[config.mk]
export PLATFORM = sky130hd
export DESIGN_NAME = n_bit_down_counter
export DESIGN_NICKNAME = d
export VERILOG_FILES = /design/src/rtl/n_bit_down_counter.sv
export SDC_FILE = /design/constraint.sdc
export NUM_CORES = 1
export LEC_CHECK = 0
export ABC_AREA = 1
export BUFFER_PORTS_ARGS = -buffer_cell sky130_fd_sc_hd__buf_2
export CORE_MARGIN = 2
export CORE_UTILIZATION = 49
export CTS_BUF_LIST = sky130_fd_sc_hd__clkbuf_4 sky130_fd_sc_hd__clkbuf_8
export DETAILED_ROUTE_END_ITERATION = 8
export GPL_TIMING_DRIVEN = 0
export PLACE_DENSITY = 0.79
export SYNTH_ARGS = -nofsm -noshare
export SYNTH_HDL_FRONTEND = slang
export SYNTH_SLANG_ARGS = --single-unit
[constraint.sdc]
create_clock -name clk -period 3.1 [get_ports clk]
set_clock_uncertainty 0.2 [all_clocks]
set_input_delay 0.62 -clock clk [delete_from_list [all_inputs] [get_ports clk]]
set_output_delay 0.62 -clock clk [all_outputs]
set_load 0.05 [all_outputs]
[src/rtl/n_bit_down_counter.sv]
// Registered WIDTH-bit down counter with selectable underflow behaviour
// (wrap, saturate or auto-reload), a zero flag and a one-cycle borrow pulse.
module n_bit_down_counter #(
  parameter int unsigned WIDTH = 10,
  parameter int unsigned MODE  = 0
) (
  input  logic             clk,
  input  logic             reset,
  input  logic             load,
  input  logic [WIDTH-1:0] load_value,
  input  logic             en,
  output logic [WIDTH-1:0] count,
  output logic             zero,
  output logic             borrow
);

  localparam logic [WIDTH-1:0] One = {{(WIDTH-1){1'b0}}, 1'b1};

  logic [WIDTH-1:0] count_q, count_d;
  logic [WIDTH-1:0] reload_q, reload_d;
  logic             borrow_q, borrow_d;

  always_comb begin
    count_d  = count_q;
    reload_d = reload_q;
    borrow_d = 1'b0;
    if (load) begin
      count_d  = load_value;
      reload_d = load_value;
    end else if (en) begin
      if (count_q != '0) begin
        count_d = count_q - One;
      end else begin
        // Underflow: borrow pulses in every mode, even when reloading zero.
        borrow_d = 1'b1;
        case (MODE)
          1:       count_d = '0;
          2:       count_d = reload_q;
          default: count_d = '1;
        endcase
      end
    end
  end

  always_ff @(posedge clk) begin
    if (reset) begin
      count_q  <= '0;
      reload_q <= '0;
      borrow_q <= 1'b0;
    end else begin
      count_q  <= count_d;
      reload_q <= reload_d;
      borrow_q <= borrow_d;
    end
  end

  assign count  = count_q;
  assign zero   = (count_q == '0);
  assign borrow = borrow_q;

endmodule

Yosys cells after proc, flatten, opt, wreduce, memory -nomap -nowiden
Index checks and enable logic that the tools add are counted.
{"block": "totals", "regBits": 11, "input_bits": 14, "wordCells": 12}
{"block": "op_classes", "n_addsub": 1, "muxes": 4, "n_bitwise": 1, "reduce_logical": 4}
{"cell": "2-to-1 mux 10 bit", "count": 3}
{"cell": "logical NOT 10 bit", "count": 1}
{"cell": "nonzero test 10 bit", "count": 1}
{"cell": "subtractor 10 x 1 -> 10 bit (second input constant)", "count": 1}
{"cell": "OR reduction 3 bit", "count": 1}
{"cell": "nonzero test 2 bit", "count": 1}
{"cell": "2-to-1 mux 1 bit", "count": 1}
{"cell": "NOT 1 bit", "count": 1}

Depth between registers and ports, before layout
Gate-level depths: netlist (run 1).
{"block": "logic_depth", "word_depth": 4, "mapped_depth": 10, "depth_no_buf": 10}

Least setup slack after synthesis (run 1)
OpenSTA, ideal clock, no wires.
{"block": "synth_timing", "path_kind": "register -> output", "start": "register count_q[0] (netlist: count[0])", "end": "output zero", "arrival_time_ns": 1.421, "t_required_ns": 2.280, "setup_slack_ns": 0.859, "stages_incl_launch_ff": 7, "path_buffers": 0, "cell_sequence": "dfxtp_1 -> inv_1 -> ha_1 -> nand2_2 -> nor2_4 -> nand2_2 -> nor2_4"}
{"block": "synth_between", "elab_chain_cells": 1}
{"item": "from (decl)", "line_no": "19", "rtl": "logic [WIDTH-1:0] count_q, count_d;"}
{"item": "from (signal assigned)", "line_no": "51", "rtl": "count_q <= count_d;"}
{"item": "logical NOT 10 bit", "line_no": "58", "rtl": "assign zero = (count_q == '0);"}
{"item": "to (decl)", "line_no": "13", "rtl": "output logic zero,"}
Every way passes these cells.

Worst setup path in the final report (run 1)
Same ends and word-level chain as after synthesis.

==> metrics.txt, run 1 <==
post-CTS setup buffer count=0; Max VDD drop=0.000271 V; Power Density=between 400 and 500 mW/mm2; Avg Cell Area, Syn=between 6 and 7 um2; first-pass detailed-route iteration total=4; vias in the first global route=approximately 660; f_max=408 MHz; root buf cell=clkbuf_4; Final Cycle Share=about 80%; Rel. slew slack=79.8%; final WL=between 1500 and 2000 um; register area share after synthesis=~30%; Synth area leaders=dfxtp_1 (30%), nand2_1 (15%), inv_1 (7.6%); critical path launch point type=flip-flop; status=complete, no violations; core area=0.00145 mm2; Clock Path Buffers=2; Ys Warns=0; number of synthesized flops with an enable pin=0; initial detailed-routing violation count=28; asr flop ratio synth=0%; vias per cell=5.01; max incr delay on CP=between 0.3 and 0.4 ns; Diodes inserted=0; Crit path required time=around 2.3 ns; worst path buffer plus inverter count=2; synthesis-stage register bit count=11; Num CTS Buffers=3; Least-Margin Pin Slew=between 0.3 and 0.4 ns; Post-synth top cells=nand2_1 (29), inv_1 (15), nor2_1 (14); initial core utilization=50.9%; CP Capture Type=primary output; leading area contributor after synthesis=dfxtp_1; total track usage=~20%; endpoints failing hold=0; Worst-path clk slew=roughly 0.080 ns; DRC errors left=0; fill cell count=144; # nets final=160; mapped cell area=about 740 um2; antenna viol nets, final=0; Cell variety after synth=23; Syn Nets=about 130; Resize count post-CTS=0; Final setup viols=0; LEAKAGE=about 0.48 nW; Sink Count=11; cell family with most CP delay=simple AND/OR/NAND/NOR gates; Power Total=0.000453 W; Area Overhead vs Synth=23.0%; Skew-Pair Late Insertion Delay=~0.27 ns; Top FF cell, synth=dfxtp_1; Die W=42.9 um; CTS tree=built; Worst EP arrival=1.63 ns; Max Cap Viol=0; Slew Limit Fails=0; antenna violations before repair=0; Avg WL per Cell=around 10 um; H-tree depth=1; Crit-path slowest cell=dfxtp_1; first-pass GRT wire length=~2700 um; PortBufs=24; largest net degree at the start of global routing=11; hpwl dp=roughly 1300 um; GRT overflow=0; Vias=between 800 and 900; Hold WC Path Type=reg2reg; synthesized instance count=116; I/O pin count=26; FP Rows=14; top-area cell type share of the netlist area=about 30%; Crit Path Class=reg2out; Hold Buf Count CTS=0; final setup TNS=0 ns; Multi-input gate area=approximately 430 um2; placer congestion estimate=approximately 0.85; post-route minimum period=between 2 and 2.5 ns; Die Ht=approximately 43 um; Die Area=0.00184 mm2; most numerous cell in the Yosys netlist=nand2_1; FF+latch area=between 200 and 250 um2; layout cells sized above 1=between 20 and 30%; crit path max fanout=4; RSZ-0062 raised after global routing=no; CP cell instances=inv_1, ha_1, nand2_2, nor2_4, nand2_2, nor2_4, buf_2
-- routing by layer --
layer	global-route usage, %	routed length, um	part of all wire (%)
met5	0	0	0
met4	5.63	19	1.2
met3	3.83	95	5.9
met2	30.6	773	48
met1	27.0	725	45
-- cell type report --
type                            instances  area share [%]
Buffer                                  2            2.47
Clock buffer                            4            3.30
Inverter                               18            7.42
Multi-Input combinational cell         85            47.3
Sequential cell                        11            24.2
Tap cell                               16            2.20
Timing Repair Buffer                   24            13.2
-- cell usage in the layout (no fill, tap or decap) --
cell type and count:
buf_2 24, and3_1 1, clkbuf_4 4, nand4_1 1
a21oi_2 1, ha_1 1, nand2_2 3, buf_6 2
nor2_4 3, o211ai_1 1, a31oi_1 1, inv_1 15
nand3_2 1, nand2_1 29, a21oi_1 9, a22oi_1 1
inv_2 2, clkinv_1 1, dfxtp_1 11, nand3_1 7
xor2_1 1, nor2_2 3, nor2_1 14, xnor2_1 1
o21ai_0 7
-- where the power goes --
part | internal, W | leakage, nW | total, W | switching [W]
logic | 0.0000538 | 0.368 | 0.000171 | 0.000117
registers | 0.000153 | 0.0911 | 0.000168 | 0.0000148
clock network | 0.0000586 | 0.0184 | 0.000114 | 0.0000551
-- metrics by stage --
stage	util, %	cell area (um2)	instances	hold slack (ns)	setup WS, ns
2_1_floorplan	-	741	116	0.482	0.859
6_report	62.7	911	160	0.304	0.651
5_1_grt	62.7	911	160	0.331	0.577
3_3_place_gp	60.6	881	156	0.280	0.967
4_1_cts	62.7	911	160	0.301	0.666
3_5_place_dp	60.6	881	156	0.289	0.969
-- worst reg2reg max path, delay by kind of cell (launching register included) --
family | cells | cell delay, ns
fa+ha+maj | 1 | 0.24
buf+inv | 2 | 0.13
flops | 1 | 0.38
simple gates | 7 | 0.58
-- cell families after synthesis --
kind of cell,share of synthesized area (%)
AO/OA/AOI/OAI,14.9
XOR/XNOR,2.37
adder cells (fa/ha/maj),1.69
buffers and inverters,12.2
flip-flops,29.7
AND/OR/NAND/NOR,39.2
-- path summary, 6_finish.rpt --
path / start / end / slack (ns) / depth (start not counted)
setup / recovery: count[0]$_SDFFE_PP0P_ / zero / 0.65 / 7
hold / removal: count[0]$_SDFFE_PP0P_ / count[0]$_SDFFE_PP0P_ / 0.30 / 2
setup reg to reg: count[0]$_SDFFE_PP0P_ / count[1]$_SDFFE_PP0P_ / 1.47 / 10
hold reg to reg: count[0]$_SDFFE_PP0P_ / count[0]$_SDFFE_PP0P_ / 0.30 / 2
-- state kept, by name (all words and copies together) (netlist names) --
| name | count |
|---|---|
| borrow | 1 |
| count | 10 |
(Power assumes the default switching activity.)
==> inputs of run 2 (changes only) <==
- ABC_AREA: 1 -> 0
- PLACE_DENSITY: 0.79 -> 0.8
- clock period: 3.1 -> 2.3 ns (I/O delays scaled with it)
==> run 2 against run 1 <==
  * Register-to-register slack lost 1.2 ns
  * Worst hold slack got worse by 0.087 ns
  * Area after synthesis decreased by 10%
  * Clock power rose by 33%
  * Combinational power is 27% higher
  * The flow now finishes with violations (setup timing)
  * Largest power group is now registers
  * Critical path depth fell by 2
  * Die area fell by 9.1%
  * Critical path type unchanged
  * Sequential share of layout area is 1.4 points higher
  * Final area shrank 0.69%
  * Clock-buffer cell count unchanged
==> metrics.txt, run 2 <==
crit path max fanout=2 (-2); Hold WC Path Type=in2reg; commonest non-fill, non-tap cell in the layout=buf_2; register area share after synthesis=33.0% (+3.3 points); leading area contributor after synthesis=dfxtp_1; dpl cell area=838 um2 (-4.8%); CTS tree=built; Final Cell Area=905 um2 (-0.69%); Power Density=662 mW/mm2 (+33%); Ys Warns=0 (unchanged); most frequent cells in the layout=buf_2 (24), nor2_1 (9), dfxtp_1 (6); I/O pin count=26 (unchanged); Hold Path Depth=3 (+1); first-pass GRT wire length=2560 um (-5.6%); Die Area=0.00167 mm2 (-9.1%); asr flop ratio synth=0% (unchanged); vias per cell=5.59 (+11%); Worst EP arrival=1.66 ns (+0.03 ns); FP Rows=13 (-1); critical path launch point type=flip-flop; final setup TNS=-0.0172 ns (-0.0172 ns); most numerous cell in the Yosys netlist=dfxtp_1; Area Overhead vs Synth=35.6%; initial core utilization=51.9% (+0.95 points); H-tree depth=1 (unchanged); Skew-Pair Late Insertion Delay=0.27 ns (about the same); Vias=732 (-8.7%); final WL=1750 um (+8.5%); number of synthesized flops with an enable pin=0 (unchanged); Worst-path clk slew=0.08 ns (about the same); Least-Margin Pin Slew=0.483 ns (+0.181 ns); core area=0.00128 mm2 (-12%); GRT overflow=0 (unchanged); Fin Hold WS=0.217 ns (-0.0866 ns); CP Capture Type=primary output; smallest setup slack after layout=-0.0172 ns (-0.669 ns); largest net degree at the start of global routing=11 (unchanged); Max VDD drop=0.000360 V (+33%); root buf cell=clkbuf_4; Diodes inserted=0 (unchanged); Synth area leaders=dfxtp_1 (33%), nor2_1 (5.1%), inv_1 (3.9%); initial detailed-routing violation count=15 (-46%); antenna violations before repair=0 (unchanged); Top FF cell, synth=dfxtp_1; Power Total=0.000599 W (+32%); Avg Cell Area, Syn=8.03 um2 (+26%); synthesized instance count=83 (-28%); # nets final=132 (-18%); status=complete, but fails checks; Max Cap Viol=0 (unchanged); Final setup viols=1 (+1); RSZ-0062 raised after global routing=yes; Die Ht=40.9 um (-4.6%); Crit path required time=1.64 ns (-0.64 ns); Crit Path Class=reg2out; vias in the first global route=582 (-12%); Die W=40.9 um (-4.6%); first-pass detailed-route iteration total=4 (unchanged); DRC errors left=0 (unchanged); Clock Path Buffers=2 (unchanged); top-area cell type share of the netlist area=33.0% (+3.3 points); Hold Buf Count CTS=0 (unchanged); layout cells sized above 1=39.7% (+9.8 points); Rel. slew slack=67.8% (-12 points); Slew Limit Fails=0 (unchanged); Avg WL per Cell=13.4 um (+32%); antenna viol nets, final=0 (unchanged); mapped cell area=667 um2 (-10%); failing checks=setup timing; placer congestion estimate=0.795 (-6.5%); Worst Reg-to-Reg Cells=7 (-3); endpoints failing hold=0 (unchanged); max reg flops=10 (unchanged); synthesis-stage register bit count=11 (unchanged); Sink Count=11 (unchanged); Cell variety after synth=32 (+39%); hpwl dp=1260 um (-0.36%); LEAKAGE=0.421 nW (-12%); Post-synth top cells=dfxtp_1 (11), nor2_1 (9), inv_1 (7); PortBufs=25 (+4.2%); Final Cycle Share=101%; post-route minimum period=between 2 and 2.5 ns; Syn Nets=98 (-25%); f_max=432 MHz; Num CTS Buffers=3 (unchanged); total track usage=23.2% (+3.6 points)
run 2: area by class of cell:
| cell class | instances | area [um2] |
|---|---|---|
| Multi-Input combinational cell | 61 | 422 |
| Fill cell | 116 | 380 |
| Sequential cell | 11 | 231 |
| Timing Repair Buffer | 29 | 161 |
| Clock buffer | 4 | 30.0 |
| Inverter | 7 | 26.3 |
| Tap cell | 15 | 18.8 |
| Buffer | 4 | 15.0 |
run 2: worst paths after layout:
kind                           endpoint                   from  slack (ns)
hold reg to reg   count[9]$_SDFFE_PP0P_  count[9]$_SDFFE_PP0P_        0.33
hold / removal    count[0]$_SDFFE_PP0P_          load_value[0]        0.22
setup / recovery                   zero  count[0]$_SDFFE_PP0P_       -0.02
setup reg to reg  count[1]$_SDFFE_PP0P_  count[0]$_SDFFE_PP0P_        0.31
run 2: layer usage:
layer | vias to the layer above | share of wire [%] | GRT usage [%]
met5 | - | 0 | 0
met3 | 4 | 4.2 | 3.26
li1 | 369 | - | -
met1 | 338 | 46 | 30.2
met4 | 0 | 1.4 | 7.50
met2 | 21 | 48 | 38.7
run 2: repair_timing:
action                                  4_1_cts  5_1_grt
gates resized for setup                       2        0
endpoints found under the setup margin        1        1
buffers inserted                              4        0
pin swaps                                     2        0
run 2: critical path: stages (launching register included):
cell	delay, ns
dfxtp_4	0.35
inv_2	0.06
ha_4	0.13
or4b_4	0.47
nor3_4	0.18
buf_6	0.19
run 2: logic make-up after synthesis:
| group | after synthesis | synth area share (%) |
|---|---|---|
| buffers and inverters | 11 | 6.19 |
| muxes | 2 | 3.00 |
| and+or+nand+nor | 34 | 30.8 |
| DFF | 11 | 33.0 |
| AOI/OAI and AO/OA | 20 | 19.9 |
| adders and majority gates | 1 | 1.88 |
| xor gates and xnor gates | 4 | 5.25 |
run 2: report_power, final:
group | internal (W) | switching [W] | leakage [nW] | total, W
Sequential | 0.000207 | 0.0000224 | 0.0933 | 0.000230
Clock | 0.0000790 | 0.0000726 | 0.0184 | 0.000152
Combinational | 0.0000820 | 0.000136 | 0.309 | 0.000218
Total | 0.000369 | 0.000231 | 0.421 | 0.000599
run 2: per-stage QoR:
stage               util (%)  instances  worst slack (ns)
floorplan                  -         83          -0.00466
global placement        65.2        123            0.0241
detailed placement      65.2        123            0.0204
CTS                     70.4        131          -0.00187
global route            70.4        131           -0.0522
finish                  70.4        131           -0.0172
